`src/rtl/if_fetch_unit_pkg.sv`:
```
// Shared fetch-stage definitions: NOP encoding, fetch state encoding, PC alignment helper.
package if_fetch_unit_pkg;

  localparam logic [15:0] NOP_INSTR = 16'h0800;

  typedef enum logic [1:0] {
    ST_FETCH   = 2'd0,
    ST_DISCARD = 2'd1,
    ST_HALTED  = 2'd2
  } fetch_state_e;

  // Instructions are halfword aligned, so bit 0 of any target is forced low.
  function automatic logic [15:0] align_pc(input logic [15:0] addr);
    return addr & 16'hFFFE;
  endfunction

endpackage

```
`src/rtl/if_fetch_unit_skid.sv`:
```
// One-entry hold register that catches a fetch returning while ID is stalled.
module if_skid_buf
  import if_fetch_unit_pkg::*;
(
  input  logic        clk,
  input  logic        rst_n,
  input  logic        load,
  input  logic [15:0] load_instr,
  input  logic [15:0] load_pc2,
  input  logic        drain,
  input  logic        clear,
  output logic [15:0] hold_instr,
  output logic [15:0] hold_pc2,
  output logic        hold_vld
);

  always_ff @(posedge clk) begin
    if (!rst_n) begin
      hold_instr <= NOP_INSTR;
      hold_pc2   <= 16'h0000;
      hold_vld   <= 1'b0;
    end else if (clear || drain) begin
      hold_vld <= 1'b0;
    end else if (load) begin
      hold_instr <= load_instr;
      hold_pc2   <= load_pc2;
      hold_vld   <= 1'b1;
    end
  end

endmodule

```
`src/rtl/if_fetch_unit.sv`:
```
// Instruction-fetch stage: PC, I-cache request handshake, IF/ID register, redirect/halt handling.
// Define IF_PERF_CNT_EN to build the fetch/flush performance counters.
//
// state      | meaning
// ST_FETCH   | normal fetch from pc (skid may hold one instruction)
// ST_DISCARD | wait out a squashed request at disc_addr, dropping its data
// ST_HALTED  | no further requests until reset
module if_fetch_unit
  import if_fetch_unit_pkg::*;
#(
  parameter logic [15:0] RESET_PC = 16'h0000
) (
  input  logic        clk,
  input  logic        rst_n,
  input  logic        pc_sel,
  input  logic [15:0] br_target,
  input  logic        id_valid,
  input  logic        halt,
  input  logic        stall,
  output logic        imem_req,
  output logic [15:0] imem_addr,
  input  logic        imem_rdy,
  input  logic [15:0] imem_data,
  output logic [15:0] if_instr,
  output logic [15:0] if_pc2,
  output logic        if_valid,
  output logic [15:0] fetch_cnt,
  output logic [15:0] flush_cnt
);

  fetch_state_e state;
  logic [15:0]  pc, pc_inc, disc_addr;
  logic         halt_pend;
  logic [15:0]  hold_instr, hold_pc2;
  logic         hold_vld;
  logic         adv, redir, hlt, req_miss, fetch_go;
  logic         skid_load, skid_drain, skid_clear, ifid_load;

  assign adv    = id_valid & ~stall;
  assign redir  = adv & pc_sel;
  assign hlt    = adv & halt;
  assign pc_inc = pc + 16'd2;

  always_comb begin
    imem_req  = 1'b0;
    imem_addr = pc;
    if (rst_n) begin
      case (state)
        ST_FETCH:   imem_req = ~hold_vld;
        ST_DISCARD: begin
          imem_req  = 1'b1;
          imem_addr = disc_addr;
        end
        default:    imem_req = 1'b0;
      endcase
    end
  end

  assign req_miss   = imem_req & ~imem_rdy;
  assign fetch_go   = (state == ST_FETCH) & ~hlt & ~redir;
  assign skid_load  = fetch_go & ~hold_vld & imem_rdy & stall;
  assign skid_drain = fetch_go & hold_vld & ~stall;
  assign skid_clear = (state == ST_FETCH) & (hlt | redir);
  assign ifid_load  = fetch_go & ~stall & (hold_vld | imem_rdy);

  if_skid_buf u_skid (
    .clk        (clk),
    .rst_n      (rst_n),
    .load       (skid_load),
    .load_instr (imem_data),
    .load_pc2   (pc_inc),
    .drain      (skid_drain),
    .clear      (skid_clear),
    .hold_instr (hold_instr),
    .hold_pc2   (hold_pc2),
    .hold_vld   (hold_vld)
  );

  always_ff @(posedge clk) begin
    if (!rst_n) begin
      state     <= ST_FETCH;
      pc        <= RESET_PC;
      disc_addr <= 16'h0000;
      halt_pend <= 1'b0;
      if_instr  <= NOP_INSTR;
      if_pc2    <= 16'h0000;
      if_valid  <= 1'b0;
    end else begin
      case (state)
        ST_FETCH: begin
          if (hlt) begin
            if_valid <= 1'b0;
            if (req_miss) begin
              disc_addr <= pc;
              halt_pend <= 1'b1;
              state     <= ST_DISCARD;
            end else begin
              state <= ST_HALTED;
            end
          end else if (redir) begin
            if_valid <= 1'b0;
            pc       <= align_pc(br_target);
            if (req_miss) begin
              disc_addr <= pc;
              state     <= ST_DISCARD;
            end
          end else if (ifid_load) begin
            if_valid <= 1'b1;
            if (hold_vld) begin
              if_instr <= hold_instr;
              if_pc2   <= hold_pc2;
            end else begin
              if_instr <= imem_data;
              if_pc2   <= pc_inc;
              pc       <= pc_inc;
            end
          end else begin
            if (skid_load) pc <= pc_inc;
            if (!stall) if_valid <= 1'b0;
          end
        end
        ST_DISCARD: begin
          if_valid <= 1'b0;
          if (redir && !hlt) pc <= align_pc(br_target);
          // A halt seen while draining takes effect once the old request completes.
          if (imem_rdy) begin
            state     <= (halt_pend || hlt) ? ST_HALTED : ST_FETCH;
            halt_pend <= 1'b0;
          end else if (hlt) begin
            halt_pend <= 1'b1;
          end
        end
        ST_HALTED: if_valid <= 1'b0;
        default: begin
          state    <= ST_FETCH;
          if_valid <= 1'b0;
        end
      endcase
    end
  end

`ifdef IF_PERF_CNT_EN
  always_ff @(posedge clk) begin
    if (!rst_n) begin
      fetch_cnt <= 16'h0000;
      flush_cnt <= 16'h0000;
    end else begin
      if (ifid_load) fetch_cnt <= fetch_cnt + 16'd1;
      if (redir && !hlt && (state != ST_HALTED)) flush_cnt <= flush_cnt + 16'd1;
    end
  end
`else
  assign fetch_cnt = 16'h0000;
  assign flush_cnt = 16'h0000;
`endif

endmodule
```
`config.mk`:
```
export PLATFORM = sky130hd
export DESIGN_NAME = if_fetch_unit
export DESIGN_NICKNAME = d
export VERILOG_FILES = /design/src/rtl/if_fetch_unit_pkg.sv /design/src/rtl/if_fetch_unit_skid.sv /design/src/rtl/if_fetch_unit.sv
export SDC_FILE = /design/constraint.sdc
export NUM_CORES = 1
export LEC_CHECK = 0
export ABC_AREA = 0
export BUFFER_PORTS_ARGS = -buffer_cell sky130_fd_sc_hd__buf_4
export CAP_MARGIN = 20
export CORE_ASPECT_RATIO = 0.5
export CORE_UTILIZATION = 50
export CTS_CLUSTER_DIAMETER = 100
export CTS_CLUSTER_SIZE = 25
export DETAILED_ROUTE_END_ITERATION = 12
export HOLD_SLACK_MARGIN = 0.05
export PLACE_DENSITY = 0.77
export SYNTH_ARGS = -nofsm -noshare
export SYNTH_HDL_FRONTEND = slang
export SYNTH_HIERARCHICAL = 1
export SYNTH_SLANG_ARGS = --single-unit
```
`constraint.sdc`:
```
create_clock -name clk -period 3.5 [get_ports clk]
set_input_delay 0.7 -clock clk [delete_from_list [all_inputs] [get_ports clk]]
set_output_delay 0.7 -clock clk [all_outputs]
set_load 0.005 [all_outputs]
```
== Word level (Yosys, flattened, before mapping) ==
Index checks and enable logic that the tools add are counted.

* Reductions and logical operators: 15
* Add/sub/neg operators: 1
* Multiplexer cells: 30
* Bitwise logic cells: 25
* Equal/unequal tests: 13

{| class="wikitable"
|+ Operators with widths
! kind !! count
|-
| 16-bit 2-to-1 mux || 13
|-
| 16-bit case mux with 2 select lines || 1
|-
| 16-bit by 2-bit adder with 16-bit output (second input constant) || 1
|-
| 1-bit AND || 14
|-
| 2-bit 2-to-1 mux || 6
|-
| 4-bit AND reduction || 3
|-
| 2-bit inequality test (second input constant) || 5
|-
| 3-bit inequality test (second input constant) || 3
|-
| 1-bit inverter || 9
|-
| 4-bit inequality test (second input constant) || 2
|-
| 1-bit 2-to-1 mux || 7
|-
| 2-bit case mux with 3 select lines || 1
|-
| 5-bit AND reduction || 1
|-
| 1-bit case mux with 2 select lines || 2
|-
| 2-bit AND reduction || 2
|-
| 2-bit nonzero test || 2
|-
| 4-bit OR reduction || 1
|-
| 2-bit by 1-bit equality test with 1-bit output (second input constant) || 1
|-
| 2-bit equality test (second input constant) || 1
|-
| 2-bit zero test || 1
|-
| 1-bit logical OR || 2
|-
| 2-bit by 1-bit inequality test with 1-bit output (second input constant) || 1
|-
| 1-bit bitwise OR || 2
|-
| 2-bit OR reduction || 1
|-
| other kinds (2) || 2
|}

* Input bits: 39
* Register bits: 101

== Longest topological paths before layout ==
* Depth after elaboration: 14
* Gate-level depth with buffers: 9
* Depth with buffers taken out: 7

== By module ==
The synthesis kept the hierarchy.

{| class="wikitable"
|+ Modules (own cells, without submodules)
! module !! area each (sq um) !! instances !! cells each
|-
| if_fetch_unit || 3744.8 || 1 || 450
|-
| if_skid_buf || 1357.6 || 1 || 143
|}

== Worst setup path after synthesis ==
Ideal clock, no wire load.

* Path kind: in2reg
* Start point: input halt
* End point: register u_skid.hold_instr[0]
* Path buffers: 3
* Path slack: 1121 ps
* Stages: 8
* Data arrival time: 2308 ps
* Required time: 3428 ps
* Path through: or2_2 > nand3_1 > clkinv_1 > clkbuf_1 > nor3b_2 > buf_6 > buf_12 > mux2i_1

* Elaborated cells between the ends (all ways): 14
* Classes of those cells: bitwise (12); reduce/logical (2)

{| class="wikitable"
|+ RTL lines
! item !! RTL line !! source
|-
| from (decl) || if_fetch_unit.sv:18 || <nowiki>input logic halt,</nowiki>
|-
| 1-bit AND || if_fetch_unit.sv:41 || <nowiki>assign hlt = adv & halt;</nowiki>
|-
| 1-bit bitwise OR || if_fetch_unit.sv:63 || <nowiki>assign skid_clear = (state == ST_FETCH) & (hlt | redir);</nowiki>
|-
| 1-bit AND || if_fetch_unit.sv:63 ||
|-
| net skid_clear || if_fetch_unit.sv:37 || <nowiki>logic skid_load, skid_drain, skid_clear, ifid_load;</nowiki>
|-
| 1-bit logical OR || if_fetch_unit_skid.sv:22 || <nowiki>end else if (clear || drain) begin</nowiki>
|-
| 1-bit inverter (no source line) || -- ||
|-
| 2-bit AND reduction (no source line) || -- ||
|-
| to (signal assigned) || if_fetch_unit_skid.sv:25 || <nowiki>hold_instr <= load_instr;</nowiki>
|-
| to (decl) || if_fetch_unit_skid.sv:12 || <nowiki>output logic [15:0] hold_instr,</nowiki>
|}

The timed path passes the listed nets, and every way through them passes these cells.
A chain may end at the register's enable or synchronous reset.

== Worst setup path in the final report ==
* Start point: register state[0]
* End point: output imem_addr[15]

* Word-level cells in the longest chain between the ends: 3

{| class="wikitable"
|+ RTL lines
! item !! RTL line !! source
|-
| from (decl) || if_fetch_unit.sv:31 || <nowiki>fetch_state_e state;</nowiki>
|-
| from (signal assigned) || if_fetch_unit.sv:127 || <nowiki>state <= (halt_pend || hlt) ? ST_HALTED : ST_FETCH;</nowiki>
|-
| 2-bit by 1-bit equality test with 1-bit output || if_fetch_unit.sv:48 || <nowiki>case (state)</nowiki>
|-
| 16-bit 2-to-1 mux || if_fetch_unit.sv:48 ||
|-
| 16-bit 2-to-1 mux || if_fetch_unit.sv:47 || <nowiki>if (rst_n) begin</nowiki>
|-
| to (decl) || if_fetch_unit.sv:21 || <nowiki>output logic [15:0] imem_addr,</nowiki>
|}

No other way between the ends.

==> results.json <==
{
  "die_x_um": 145,
  "async_flop_share": 0,
  "status": "completed",
  "worstSkewPairLatency_ps": 350,
  "postLayoutCoreUtil": 0.610,
  "cts_root_buf": "clkbuf_16",
  "cts_made_buffers": 9,
  "place.detailed.hpwl_um": 7950,
  "cp_top_family": "simple AND/OR/NAND/NOR gates",
  "final_cell_mix": "dfxtp_1 (98), buf_4 (96), nand2_1 (78)",
  "design_area_um2": 5900,
  "cts.path.max_buffers": 2,
  "grt_max_degree": 107,
  "grt.total_usage": 0.238,
  "worst_setup_path_start_kind": "register",
  "crit_slowest_cell": "nand2_1",
  "syn_inst": 593,
  "p_per_area_nw_per_um2": 434,
  "vias_per_cell": 5.55,
  "cp.buffers_inverters": 1,
  "instances_no_fill": 793,
  "required_ps": 2800,
  "die_area_um2": 10600,
  "grt_pass1_vias": 3944,
  "pin_count": 121,
  "ys_ff_latch": 99,
  "tritoncts": "yes",
  "ys_types": 63,
  "dr.pass1.iters": 5,
  "ys.flop_type": "dfxtp_1",
  "drive_above_1_share": 0.211,
  "syn_avg_cell_area_um2": 8.60,
  "seq_area_um2": 1980,
  "drv_slew": 0,
  "grt_pass1_wl_um": 19400,
  "min_period_over_period": 0.890,
  "crit_type": "reg2out",
  "synth-edff-count": 0,
  "skew_ps": 8.11,
  "worst_pin_slew_ps": 1010,
  "coreArea_um2": 9670,
  "synth.yosys.seq_area_share": 0.388,
  "slew_headroom": 0.327,
  "worstHoldPathType": "reg2reg",
  "finalSetupTns_ps": 0,
  "h-tree-depth": 3,
  "hp-start": "u_skid/hold_instr[7]$_SDFFE_PN0P_",
  "ctsResizeCount": 0,
  "critical_path.max_fanout": 15,
  "antenna_found_initial": 0,
  "startpoint": "state[0]$_SDFFE_PN0P_",
  "worst_ep_arrival_time_ps": 2420,
  "clk_pin_slew_ps": 70,
  "gp_congestion": 0.827,
  "cts.sinks": 99,
  "critPathMaxStageDelay_ps": 530,
  "ant_nets": 0,
  "num_rows": 25,
  "post_cts_buffers": 0,
  "multiInputGateArea_um2": 2680,
  "antenna_cells": 0,
  "fillers": 852,
  "min_period_ps": 3120,
  "maxCapViolations": 0,
  "setup_viol": 0,
  "first_iter_violations": 306,
  "hold_viol_final": 0,
  "die_h_um": 73.4,
  "timing.rr.start": "pc[1]$_SDFFE_PN0P_",
  "leakagePower_nw": 2.33,
  "hold_buffers": 0,
  "drc_errors": 0,
  "crit_path_end_kind": "output port",
  "port_buffers": 86,
  "start_util": 0.528,
  "netlist_area_um2": 5100,
  "vdd_drop_max_mv": 0.275,
  "wl_per_cell_um": 15.3,
  "nets": 693,
  "num_vias": 4403,
  "max_freq_mhz": 321,
  "place_area_um2": 5610,
  "dp.cells": 777,
  "wl_um": 12100,
  "final_common_cell": "dfxtp_1",
  "rsz0062_at_grt": "no",
  "syn_to_final_growth_pct": 15.6,
  "grt-ovfl-total": 0,
  "ys_warn_count": 6,
  "cp_cell_sequence": "nor2b_1 -> nand2_1 -> mux2_2 -> buf_4"
}
==> final cells by class <==
type                       instances  share of cell area
timing repair buffer              96               0.122
sequential                        99               0.336
inverter                          16              0.0102
clock inverter                     4             0.00869
clock buffer                      12              0.0401
tap                              135              0.0286
multi-input combinational        431               0.454
==> report_power, final <==
group | internal [mW] | switching, mW | leakage, nW
sequential | 1.17 | 0.0397 | 0.804
combinational | 0.161 | 0.211 | 1.39
clock | 0.555 | 0.419 | 0.137
total | 1.89 | 0.671 | 2.33
==> path summary, 6_finish.rpt <==
check | cells past startpoint | end | slack (ps)
hold / removal | 2 | u_skid/hold_instr[7]$_SDFFE_PN0P_ | 460
setup / recovery | 4 | imem_addr[15] | 380
hold reg to reg | 2 | u_skid/hold_instr[7]$_SDFFE_PN0P_ | 460
setup reg to reg | 7 | u_skid/hold_pc2[11]$_SDFFE_PN0P_ | 1190
==> logic make-up after synthesis <==
group                    share of synthesized area
AO/OA/AOI/OAI                                0.149
XOR/XNOR                                    0.0154
adder cells (fa/ha/maj)                    0.00245
buffers and inverters                        0.112
flip-flops                                   0.388
multiplexers                                 0.141
other                                     0.000735
AND/OR/NAND/NOR                              0.191
==> synth_stat cells (all sizes together) (14+ instances only) <==
cell    instances  area [um^2]
mux2           15          169
nor3           14         70.1
nand3          51          255
dfxtp          99         1980
nand2          78          293
mux2i          55          551
a21oi          23          115
o21ai          29          145
buf            60          432
clkbuf         20         78.8
a211oi         22          170
inv            15         56.3
nor2           28          108
==> state kept, by name, summed over array words and instances (netlist names) <==
name,flops
u_skid/hold_vld,1
disc_addr,15
state,2
pc,15
u_skid/hold_pc2,16
if_instr,16
halt_pend,1
if_valid,1
u_skid/hold_instr,16
if_pc2,16
==> routing by layer <==
layer	track usage	share of wire
met3	0.0613	0.073
met1	0.313	0.47
met2	0.382	0.45
met5	0	0
met4	0.0784	0.0098
==> worst reg2reg max path, cell delays in order (launching register included) <==
cell and delay [ps]:
dfxtp_1 540, ha_1 320, nand4_1 330, or3_1 470, xor2_1 310, inv_1 70
nand2_1 60, mux2i_1 80
==> through the flow <==
stage                     total power [mW]  hold WS (ps)  setup WS (ps)
final                                 2.56           459            384
after detailed placement              1.60           447            796
after CTS                             2.58           461            396
after global placement                1.60           441            806
after floorplan                       1.50           434           1120
after global routing                  2.66           471            202
Note: power is estimated with default switching activity, not from simulation.
